**src/rtl/cost_acceptance_unit_pkg.sv**
```systemverilog
// Shared types and constants for the WalkSAT-style cost acceptance unit.
package cost_acceptance_unit_pkg;

  typedef enum logic [1:0] {
    IDLE = 2'd0,
    INIT = 2'd1,
    RUN  = 2'd2,
    DONE = 2'd3
  } state_e;

  // Cost ports carry a count up to the clause count, one bit wider than the index.
  function automatic int unsigned cost_width(input int unsigned max_clause_index_w);
    return max_clause_index_w + 1;
  endfunction

  // Cost registers come out of reset all-ones; truncate to the cost width at use.
  localparam logic [31:0] COST_RESET_ALL_ONES = '1;

endpackage

```
**src/rtl/cost_acceptance_unit_move_acceptance_decider.sv**
```systemverilog
// Combinational greedy-plus-noise accept decision for one proposed flip.
module move_acceptance_decider #(
  parameter int unsigned W               = 3,
  parameter int unsigned RAND_WIDTH      = 8,
  parameter int unsigned NOISE_THRESHOLD = 32
) (
  input  logic [W-1:0]          in_cost,
  input  logic [W-1:0]          in_current,
  input  logic [W-1:0]          in_best,
  input  logic [RAND_WIDTH-1:0] in_random,
  output logic                  out_accept,
  output logic                  out_improves_best
);

  logic greedy_ok;
  logic noise_ok;

  // Ties count as non-worsening; worse moves pass only on a low random draw.
  assign greedy_ok         = (in_cost <= in_current);
  assign noise_ok          = (32'(in_random) < NOISE_THRESHOLD);
  assign out_accept        = greedy_ok | noise_ok;
  assign out_improves_best = out_accept & (in_cost < in_best);

endmodule

```
**src/rtl/cost_acceptance_unit.sv**
```systemverilog
// Consumes one cost per proposed flip, decides accept/reject and tracks
// current cost, best cost and iteration count until solved or out of budget.
module cost_acceptance_unit
  import cost_acceptance_unit_pkg::*;
#(
  parameter int unsigned NUMBER_OF_CLAUSES                 = 4,
  parameter int unsigned MAXIMUM_BIT_WIDTH_OF_CLAUSE_INDEX = 2,
  parameter int unsigned MAX_ITERATIONS                    = 16,
  parameter int unsigned ITER_WIDTH                        = 5,
  parameter int unsigned RAND_WIDTH                        = 8,
  parameter int unsigned NOISE_THRESHOLD                   = 32
) (
  input  logic                                       in_clk,
  input  logic                                       in_reset,
  input  logic                                       in_start,
  input  logic                                       in_cost_valid,
  input  logic [MAXIMUM_BIT_WIDTH_OF_CLAUSE_INDEX:0] in_cost,
  input  logic [RAND_WIDTH-1:0]                      in_random,
  output logic                                       out_cost_ready,
  output logic                                       out_decision_valid,
  output logic                                       out_accept,
  output logic                                       out_best_update,
  output logic [MAXIMUM_BIT_WIDTH_OF_CLAUSE_INDEX:0] out_current_cost,
  output logic [MAXIMUM_BIT_WIDTH_OF_CLAUSE_INDEX:0] out_best_cost,
  output logic [ITER_WIDTH-1:0]                      out_iteration,
  output logic                                       out_done,
  output logic                                       out_solved
);

  localparam int unsigned W = cost_width(MAXIMUM_BIT_WIDTH_OF_CLAUSE_INDEX);
  localparam logic [W-1:0] COST_RST = W'(COST_RESET_ALL_ONES);
  localparam logic [ITER_WIDTH-1:0] ITER_LAST = ITER_WIDTH'(MAX_ITERATIONS);

  // Elaboration-time parameter sanity.
  if (MAX_ITERATIONS < 1 || (2 ** ITER_WIDTH) <= MAX_ITERATIONS ||
      NUMBER_OF_CLAUSES >= (2 ** W)) begin : g_bad_params
    $error("cost_acceptance_unit: inconsistent parameters");
  end

  state_e                state_q, state_d;
  logic                  ready_q, ready_d;
  logic                  dvalid_q, dvalid_d;
  logic                  accept_q, accept_d;
  logic                  best_upd_q, best_upd_d;
  logic [W-1:0]          current_q, current_d;
  logic [W-1:0]          best_q, best_d;
  logic [ITER_WIDTH-1:0] iter_q, iter_d;
  logic                  done_q, done_d;
  logic                  solved_q, solved_d;

  logic handshake_c;
  logic dec_accept_c;
  logic dec_improves_c;

  assign handshake_c = in_cost_valid & ready_q;

  move_acceptance_decider #(
    .W               (W),
    .RAND_WIDTH      (RAND_WIDTH),
    .NOISE_THRESHOLD (NOISE_THRESHOLD)
  ) u_decider (
    .in_cost           (in_cost),
    .in_current        (current_q),
    .in_best           (best_q),
    .in_random         (in_random),
    .out_accept        (dec_accept_c),
    .out_improves_best (dec_improves_c)
  );

  always_ff @(posedge in_clk or negedge in_reset) begin
    if (!in_reset) begin
      state_q    <= IDLE;
      ready_q    <= 1'b0;
      dvalid_q   <= 1'b0;
      accept_q   <= 1'b0;
      best_upd_q <= 1'b0;
      current_q  <= COST_RST;
      best_q     <= COST_RST;
      iter_q     <= '0;
      done_q     <= 1'b0;
      solved_q   <= 1'b0;
    end else begin
      state_q    <= state_d;
      ready_q    <= ready_d;
      dvalid_q   <= dvalid_d;
      accept_q   <= accept_d;
      best_upd_q <= best_upd_d;
      current_q  <= current_d;
      best_q     <= best_d;
      iter_q     <= iter_d;
      done_q     <= done_d;
      solved_q   <= solved_d;
    end
  end

  always_comb begin
    state_d    = state_q;
    dvalid_d   = 1'b0;
    accept_d   = accept_q;
    best_upd_d = 1'b0;
    current_d  = current_q;
    best_d     = best_q;
    iter_d     = iter_q;
    done_d     = done_q;
    solved_d   = solved_q;

    // Start wins over any same-cycle handshake; the cost is dropped.
    if (in_start) begin
      state_d  = INIT;
      iter_d   = '0;
      done_d   = 1'b0;
      solved_d = 1'b0;
    end else begin
      case (state_q)
        INIT: begin
          if (handshake_c) begin
            dvalid_d   = 1'b1;
            accept_d   = 1'b1;
            best_upd_d = 1'b1;
            current_d  = in_cost;
            best_d     = in_cost;
            if (in_cost == '0) begin
              state_d  = DONE;
              done_d   = 1'b1;
              solved_d = 1'b1;
            end else begin
              state_d = RUN;
            end
          end
        end
        RUN: begin
          if (handshake_c) begin
            dvalid_d = 1'b1;
            accept_d = dec_accept_c;
            iter_d   = iter_q + ITER_WIDTH'(1);
            if (dec_accept_c) begin
              current_d = in_cost;
            end
            if (dec_improves_c) begin
              best_d     = in_cost;
              best_upd_d = 1'b1;
            end
            // Solved takes precedence over budget exhaustion on the same decision.
            if (dec_accept_c && in_cost == '0) begin
              state_d  = DONE;
              done_d   = 1'b1;
              solved_d = 1'b1;
            end else if (iter_d == ITER_LAST) begin
              state_d  = DONE;
              done_d   = 1'b1;
              solved_d = 1'b0;
            end
          end
        end
        IDLE, DONE: ;
        default: state_d = IDLE;
      endcase
    end

    ready_d = (state_d == INIT) || (state_d == RUN);
  end

  assign out_cost_ready     = ready_q;
  assign out_decision_valid = dvalid_q;
  assign out_accept         = accept_q;
  assign out_best_update    = best_upd_q;
  assign out_current_cost   = current_q;
  assign out_best_cost      = best_q;
  assign out_iteration      = iter_q;
  assign out_done           = done_q;
  assign out_solved         = solved_q;

endmodule

```
**config.mk**
```make
export PLATFORM = sky130hd
export DESIGN_NAME = cost_acceptance_unit
export DESIGN_NICKNAME = d
export VERILOG_FILES = /design/src/rtl/cost_acceptance_unit_pkg.sv /design/src/rtl/cost_acceptance_unit_move_acceptance_decider.sv /design/src/rtl/cost_acceptance_unit.sv
export SDC_FILE = /design/constraint.sdc
export NUM_CORES = 1
export LEC_CHECK = 0
export BUFFER_PORTS_ARGS = -buffer_cell sky130_fd_sc_hd__buf_2
export CORE_AREA = 2 2 64 66
export CTS_CLUSTER_DIAMETER = 150
export DETAILED_ROUTE_END_ITERATION = 6
export DIE_AREA = 0 0 66 68
export SETUP_SLACK_MARGIN = 0.1
export SLEW_MARGIN = 20
export SYNTH_ARGS = -nofsm -noshare
export SYNTH_HDL_FRONTEND = slang
export SYNTH_SLANG_ARGS = --single-unit
```
**constraint.sdc**
```tcl
create_clock -name in_clk -period 2 [get_ports in_clk]
set_input_delay 0.6 -clock in_clk [delete_from_list [all_inputs] [get_ports in_clk]]
set_output_delay 0.6 -clock in_clk [all_outputs]
set_load 0.02 [all_outputs]
```
# Word level (Yosys, flattened, before mapping)
# Index checks and enable logic that the tools add are counted.
# Widths: inputs -> output; s select.
[op_classes]
n_bitwise = 4
eq_ne = 13
muxes = 39
reduce_logical = 13
order_cmp = 3
addsub = 1
[op_table]
columns = ["operator", "count"]
rows = [
  ["$mux 1", 19],
  ["$mux 3", 5],
  ["$mux 5", 3],
  ["$reduce_and 5->1", 3],
  ["$pmux 3 s2", 2],
  ["$mux 2", 5],
  ["$ne 3x3->1 const B", 3],
  ["$lt 8x6->1 const B", 1],
  ["$ne 2x2->1 const B", 4],
  ["$pmux 1 s2", 4],
  ["$reduce_bool 2->1", 3],
  ["$add 5x1->5 const B", 1],
  ["$eq 5x5->1 const B", 1],
  ["$eq 2x1->1 const B", 2],
  ["$eq 2x2->1 const B", 2],
  ["$ne 4x4->1 const B", 1],
  ["$pmux 2 s2", 1],
  ["$reduce_and 4->1", 1],
  ["$le 3x3->1", 1],
  ["$logic_not 3->1", 1],
  ["$lt 3x3->1", 1],
  ["$reduce_bool 3->1", 1],
  ["$and 1x1->1", 2],
  ["$reduce_and 2->1", 1],
  ["5 further kinds", 5],
]
[word_totals]
word_cells = 83
inputBits = 15
register_bits = 19
output_inout_bits = 17

# Longest topological paths before layout
[depth]
word_depth = 9
mapped_depth = 8
depth_no_buf = 8

# Cells and area by module
# Synthesis repeated with hierarchy kept, for this count alone.
[hier_totals]
cells_unflattened = 108
hier_area_um2 = 1116.1
[modules_own_cells]
columns = ["module", "area_per_inst_um2", "cells_each", "seq_area_each_um2", "instances"]
rows = [
  ["cost_acceptance_unit", 968.4, 88, 483.0, 1],
  ["move_acceptance_decider", 147.6, 20, 0.0, 1],
]

# Worst setup path after synthesis
# Ideal clock, no wire load.
[synth_timing]
kind = "register to register"
startpoint = "reg current_q[2] (netlist: out_current_cost[2])"
endpoint = "reg best_q[0] (netlist: out_best_cost[0])"
required_ps = 1915
slack_ps = -252
synth_period_minus_slack_ps = 2252
setup_time_ps = 85
path_buffers = 0
t_arrival_ps = 2167
path_stages_with_launch = 9
path_cell_list = "dfstp_2 inv_1 ha_1 a21oi_1 nand2_1 and2_4 or3_4 a21oi_4 mux2_1"
[synth_via]
elab_chain_len = 5
[synth_lines]
columns = ["item", "line_no", "text"]
rows = [
  ["start: declaration", "cost_acceptance_unit.sv:45", "logic [W-1:0] current_q, current_d;"],
  ["start signal: assignment", "cost_acceptance_unit.sv:88", "current_q <= current_d;"],
  ["$le 3x3->1", "cost_acceptance_unit_move_acceptance_decider.sv:19", "assign greedy_ok = (in_cost <= in_current);"],
  ["$or 1x1->1", "cost_acceptance_unit_move_acceptance_decider.sv:21", "assign out_accept = greedy_ok | noise_ok;"],
  ["$and 1x1->1", "cost_acceptance_unit_move_acceptance_decider.sv:22", "assign out_improves_best = out_accept & (in_cost < in_best);"],
  ["$ne 2x2->1 (no line)", "--", ""],
  ["$reduce_and 5->1 (no line)", "--", ""],
  ["end signal: assignment", "cost_acceptance_unit.sv:89", "best_q <= best_d;"],
  ["end: declaration", "cost_acceptance_unit.sv:46", "logic [W-1:0] best_q, best_d;"],
]
# No other way between the ends.
# A chain may end at the register's enable or synchronous reset.

# Worst setup path after layout
[layout_timing]
startpoint = "reg current_q[2] (netlist: out_current_cost[2])"
endpoint = "reg best_q[2] (netlist: out_best_cost[2])"
# The elaborated chain is that of the path after synthesis.

==> results.py <==
metrics = {
    "outcome": {
        "outcome": "finished with violations",
        "violations_in_the_final_reports": "negative setup slack",
    },
    "sta": {
        "tns_ns": -0.370,
        "hold_viol": 0,
        "maxClockFrequency_mhz": 479,
        "rsz0062_at_grt": "true",
        "worst_clock_skew_ns": 0.00551,
        "timing.slew.headroom_pct": 70.9,
        "final-max-slew-violation-count": 0,
        "final_min_period_over_clock_period_pct": 104,
        "finalWorstPathRequiredPeriod_ns": 2.09,
        "worst_slack_ns": -0.0874,
        "setup_viol": 5,
        "tightestPinTransition_ns": 0.436,
    },
    "drt": {
        "via_per_inst": 4.79,
        "dr.pass1.iters": 4,
        "drt_iter0_drc": 18,
        "route.final.wire_length_mm": 2.60,
        "ant_nets": 0,
        "route.vias.total": 967,
        "detail_route.drc_violations": 0,
        "routed_wire_length_per_instance_um": 12.9,
    },
    "grt": {
        "pin_count_of_the_biggest_net_entering_global_routing": 20,
        "grt_pass1_vias": 939,
        "antenna_found_initial": 0,
        "global_route.overflow_total": 0,
        "first_pass_grt_wire_length_mm": 4.30,
        "grt_use_total_pct": 12.8,
    },
    "clock_network": {
        "cts_inserted_buffers": 3,
        "clock_tree.root_cell": "sky130_fd_sc_hd__clkbuf_8",
        "cts.path.max_buffers": 2,
        "clock_insertion_delay_worst_skew_ns": 0.26,
        "clk_pin_slew_worst_paths_ns": 0.07,
        "clock-sinks": 19,
        "ctsHtreeMaxLevel": 1,
        "cts_tree": "done",
    },
    "die": {
        "die_width_um": 66,
        "vertical_die_dimension_um": 68,
        "floorplan.rows": 23,
        "placeableCoreArea_um2": 3860,
        "num_io_pins": 32,
        "die_area_um2": 4490,
        "start_util_pct": 28.1,
    },
    "setup_path": {
        "worst_setup_path_startpoint": "out_current_cost[2]$_DFFE_PN1P_",
        "crit_arrival_ns": 2.28,
        "critical_path_required_ns": 2.19,
        "critPathSlowestCell": "sky130_fd_sc_hd__dfstp_2",
        "r2r-end": "out_best_cost[2]$_DFFE_PN1P_",
        "start_kind": "flop",
        "critPathMaxStageDelay_ns": 0.54,
        "critical_path.cell_chain": "inv_2 > ha_4 > a21oi_2 > nand2_2 > and2_4 > or3_4 > a21oi_4 > mux2_4",
        "cp-end-kind": "flop",
        "worstReg2RegStart": "out_current_cost[2]$_DFFE_PN1P_",
        "crit_path_max_fanout": 3,
        "setup_crit_path_kind": "reg2reg",
        "timing.reg2reg.setup_slack_ns": -0.09,
        "ff2ff_path_depth": 8,
        "endpoint": "out_best_cost[2]$_DFFE_PN1P_",
    },
    "power_and_ir_drop": {
        "power_switching_uw": 805,
        "switching_share_pct": 39.9,
        "total_leakage_power_uw": 0.000716,
        "power.total_uw": 2020,
        "cell_internal_pwr_uw": 1210,
        "combinationalPowerShare_pct": 54.7,
        "clkPwrFrac_pct": 13.4,
        "power_density_nw_per_um2": 1310,
        "part_of_the_total_power_dissipated_in_sequential_elements_pct": 31.9,
        "peak_supply_drop_v": 0.000410,
    },
    "flow_run": {
        "max-cap-violations": 0,
    },
    "finish": {
        "area_delta_synth_final_pct": 42.2,
        "nNetsFinal": 177,
        "filler_cell_count": 398,
        "n_antenna_cell": 0,
        "layout.core_utilization_pct": 40.0,
        "layout_cells_sized_above_1_pct": 48.7,
    },
    "logic_synthesis": {
        "yosys-top-cells-count": "13 x sky130_fd_sc_hd__dfrtp_1, 10 x sky130_fd_sc_hd__nor2_1, 9 x sky130_fd_sc_hd__ha_1",
        "proportion_of_synthesized_chip_area_in_sequential_cells_pct": 44.5,
        "synthesis.instances": 109,
        "synth_cell_type_count": 35,
        "syn_avg_cell_area_um2": 9.95,
        "ys_seq_elements": 19,
        "yosys-top-cells-area": "sky130_fd_sc_hd__dfrtp_1 30%, sky130_fd_sc_hd__dfstp_2 15%, sky130_fd_sc_hd__ha_1 10%",
        "synth.net_count": 133,
        "post-synth-top-area-fraction_pct": 30.0,
        "yosysMostFrequentCell": "sky130_fd_sc_hd__dfrtp_1",
        "ys.warnings.count": 0,
        "synth.cell_area_um2": 1080,
        "synthArstFlopShare_pct": 100,
        "yosysTopAreaCell": "sky130_fd_sc_hd__dfrtp_1",
        "synth_enable_flop_cells": 0,
        "synth-main-ff-cell": "sky130_fd_sc_hd__dfrtp_1",
    },
    "placement": {
        "port-buffer-count": 26,
        "place_hpwl_mm": 1.99,
        "routabilityCongestion": 0.769,
    },
    "worst_hold_path": {
        "worst_hold_path_type": "in2async",
    },
}
-- sequential cells by signal, indices dropped and copies added (netlist names) --
register            cells
out_accept              1
out_best_cost           3
out_best_update         1
out_cost_ready          1
out_current_cost        3
out_decision_valid      1
out_done                1
out_iteration           5
out_solved              1
state_q                 2
-- power groups by stage --
stage	clock network, uW	registers [uW]	logic [uW]
2_1_floorplan	0	756	588
3_3_place_gp	0	635	991
3_5_place_dp	0	649	1020
4_1_cts	280	646	1100
5_1_grt	295	659	1200
6_report	270	644	1110
-- cell usage in the layout, fill, tap and decap left out, types with 2 or more instances in the layout --
master,instances
sky130_fd_sc_hd__a21oi_2,2
sky130_fd_sc_hd__ha_4,4
sky130_fd_sc_hd__inv_2,4
sky130_fd_sc_hd__or3_4,2
sky130_fd_sc_hd__dfstp_2,6
sky130_fd_sc_hd__nor2_1,10
sky130_fd_sc_hd__buf_2,26
sky130_fd_sc_hd__nor2b_1,2
sky130_fd_sc_hd__clkbuf_8,3
sky130_fd_sc_hd__mux2_4,3
sky130_fd_sc_hd__xor2_1,4
sky130_fd_sc_hd__a21oi_1,7
sky130_fd_sc_hd__mux2i_1,2
sky130_fd_sc_hd__buf_4,16
sky130_fd_sc_hd__o21ai_0,5
sky130_fd_sc_hd__inv_1,4
sky130_fd_sc_hd__nor3_1,6
sky130_fd_sc_hd__ha_1,4
sky130_fd_sc_hd__nand4_1,2
sky130_fd_sc_hd__dfrtp_1,13
sky130_fd_sc_hd__nand2_1,7
-- worst min-delay path by stage --
stage                                 startpoint                     end  slack [ns]  cells after the start
after floorplan                         in_reset  out_accept$_DFFE_PN0P_        0.30                      0
after global placement    out_accept$_DFFE_PN0P_  out_accept$_DFFE_PN0P_        0.47                      1
after detailed placement  out_accept$_DFFE_PN0P_  out_accept$_DFFE_PN0P_        0.47                      1
after CTS                               in_reset  out_accept$_DFFE_PN0P_        0.28                      1
after global routing                    in_reset  out_accept$_DFFE_PN0P_        0.30                      1
final                                   in_reset  out_accept$_DFFE_PN0P_        0.27                      1
-- routing by layer --
metal  up-vias  GRT usage, %  wire length (um)
li1        465             -                 -
met1       474          15.9              1170
met2        23          21.8              1280
met3         5          3.45               119
met4         0          3.83                34
met5         -             0                 0
-- cell type report --
type	count	area (um^2)	area share, %
clock buffers	4	45.0	2.92
inverters	8	30.0	1.95
flip-flops and latches	19	483	31.3
multi-input cells	79	672	43.6
repair buffers	42	250	16.2
well taps	50	62.6	4.06
-- critical path: cells and delay by family, from the launching register on --
family	cells	cell delay, ns
buffers and inverters	1	0.05
multiplexers	1	0.32
adder cells (fa/ha/maj)	1	0.23
flip-flops	1	0.54
AO/OA/AOI/OAI	2	0.34
AND/OR/NAND/NOR	3	0.54
-- stage by stage --
stage	area [um^2]	hold slack (ns)	instances	setup WS, ns
floorplan	1150	0.304	109	-0.108
global placement	1440	0.467	196	-0.279
detailed placement	1440	0.473	196	-0.324
CTS	1540	0.283	202	-0.0999
global route	1540	0.295	202	-0.172
finish	1540	0.273	202	-0.0874
-- logic make-up after synthesis --
family / Yosys count / synth area share [%]
AO/OA/AOI/OAI: 23 / 14.2
XOR/XNOR: 5 / 4.04
adder cells (fa/ha/maj): 9 / 10.4
buffers and inverters: 11 / 3.92
flip-flops: 19 / 44.5
multiplexers: 6 / 6.00
AND/OR/NAND/NOR: 36 / 17.0
-- repair_timing --
action                     CTS  global route
pin swaps                    4             2
hold buffers                 0             0
setup buffers                2             0
resized for setup            7             2
setup endpoints to repair    6             9
Note: power is estimated with default switching activity, not from simulation.
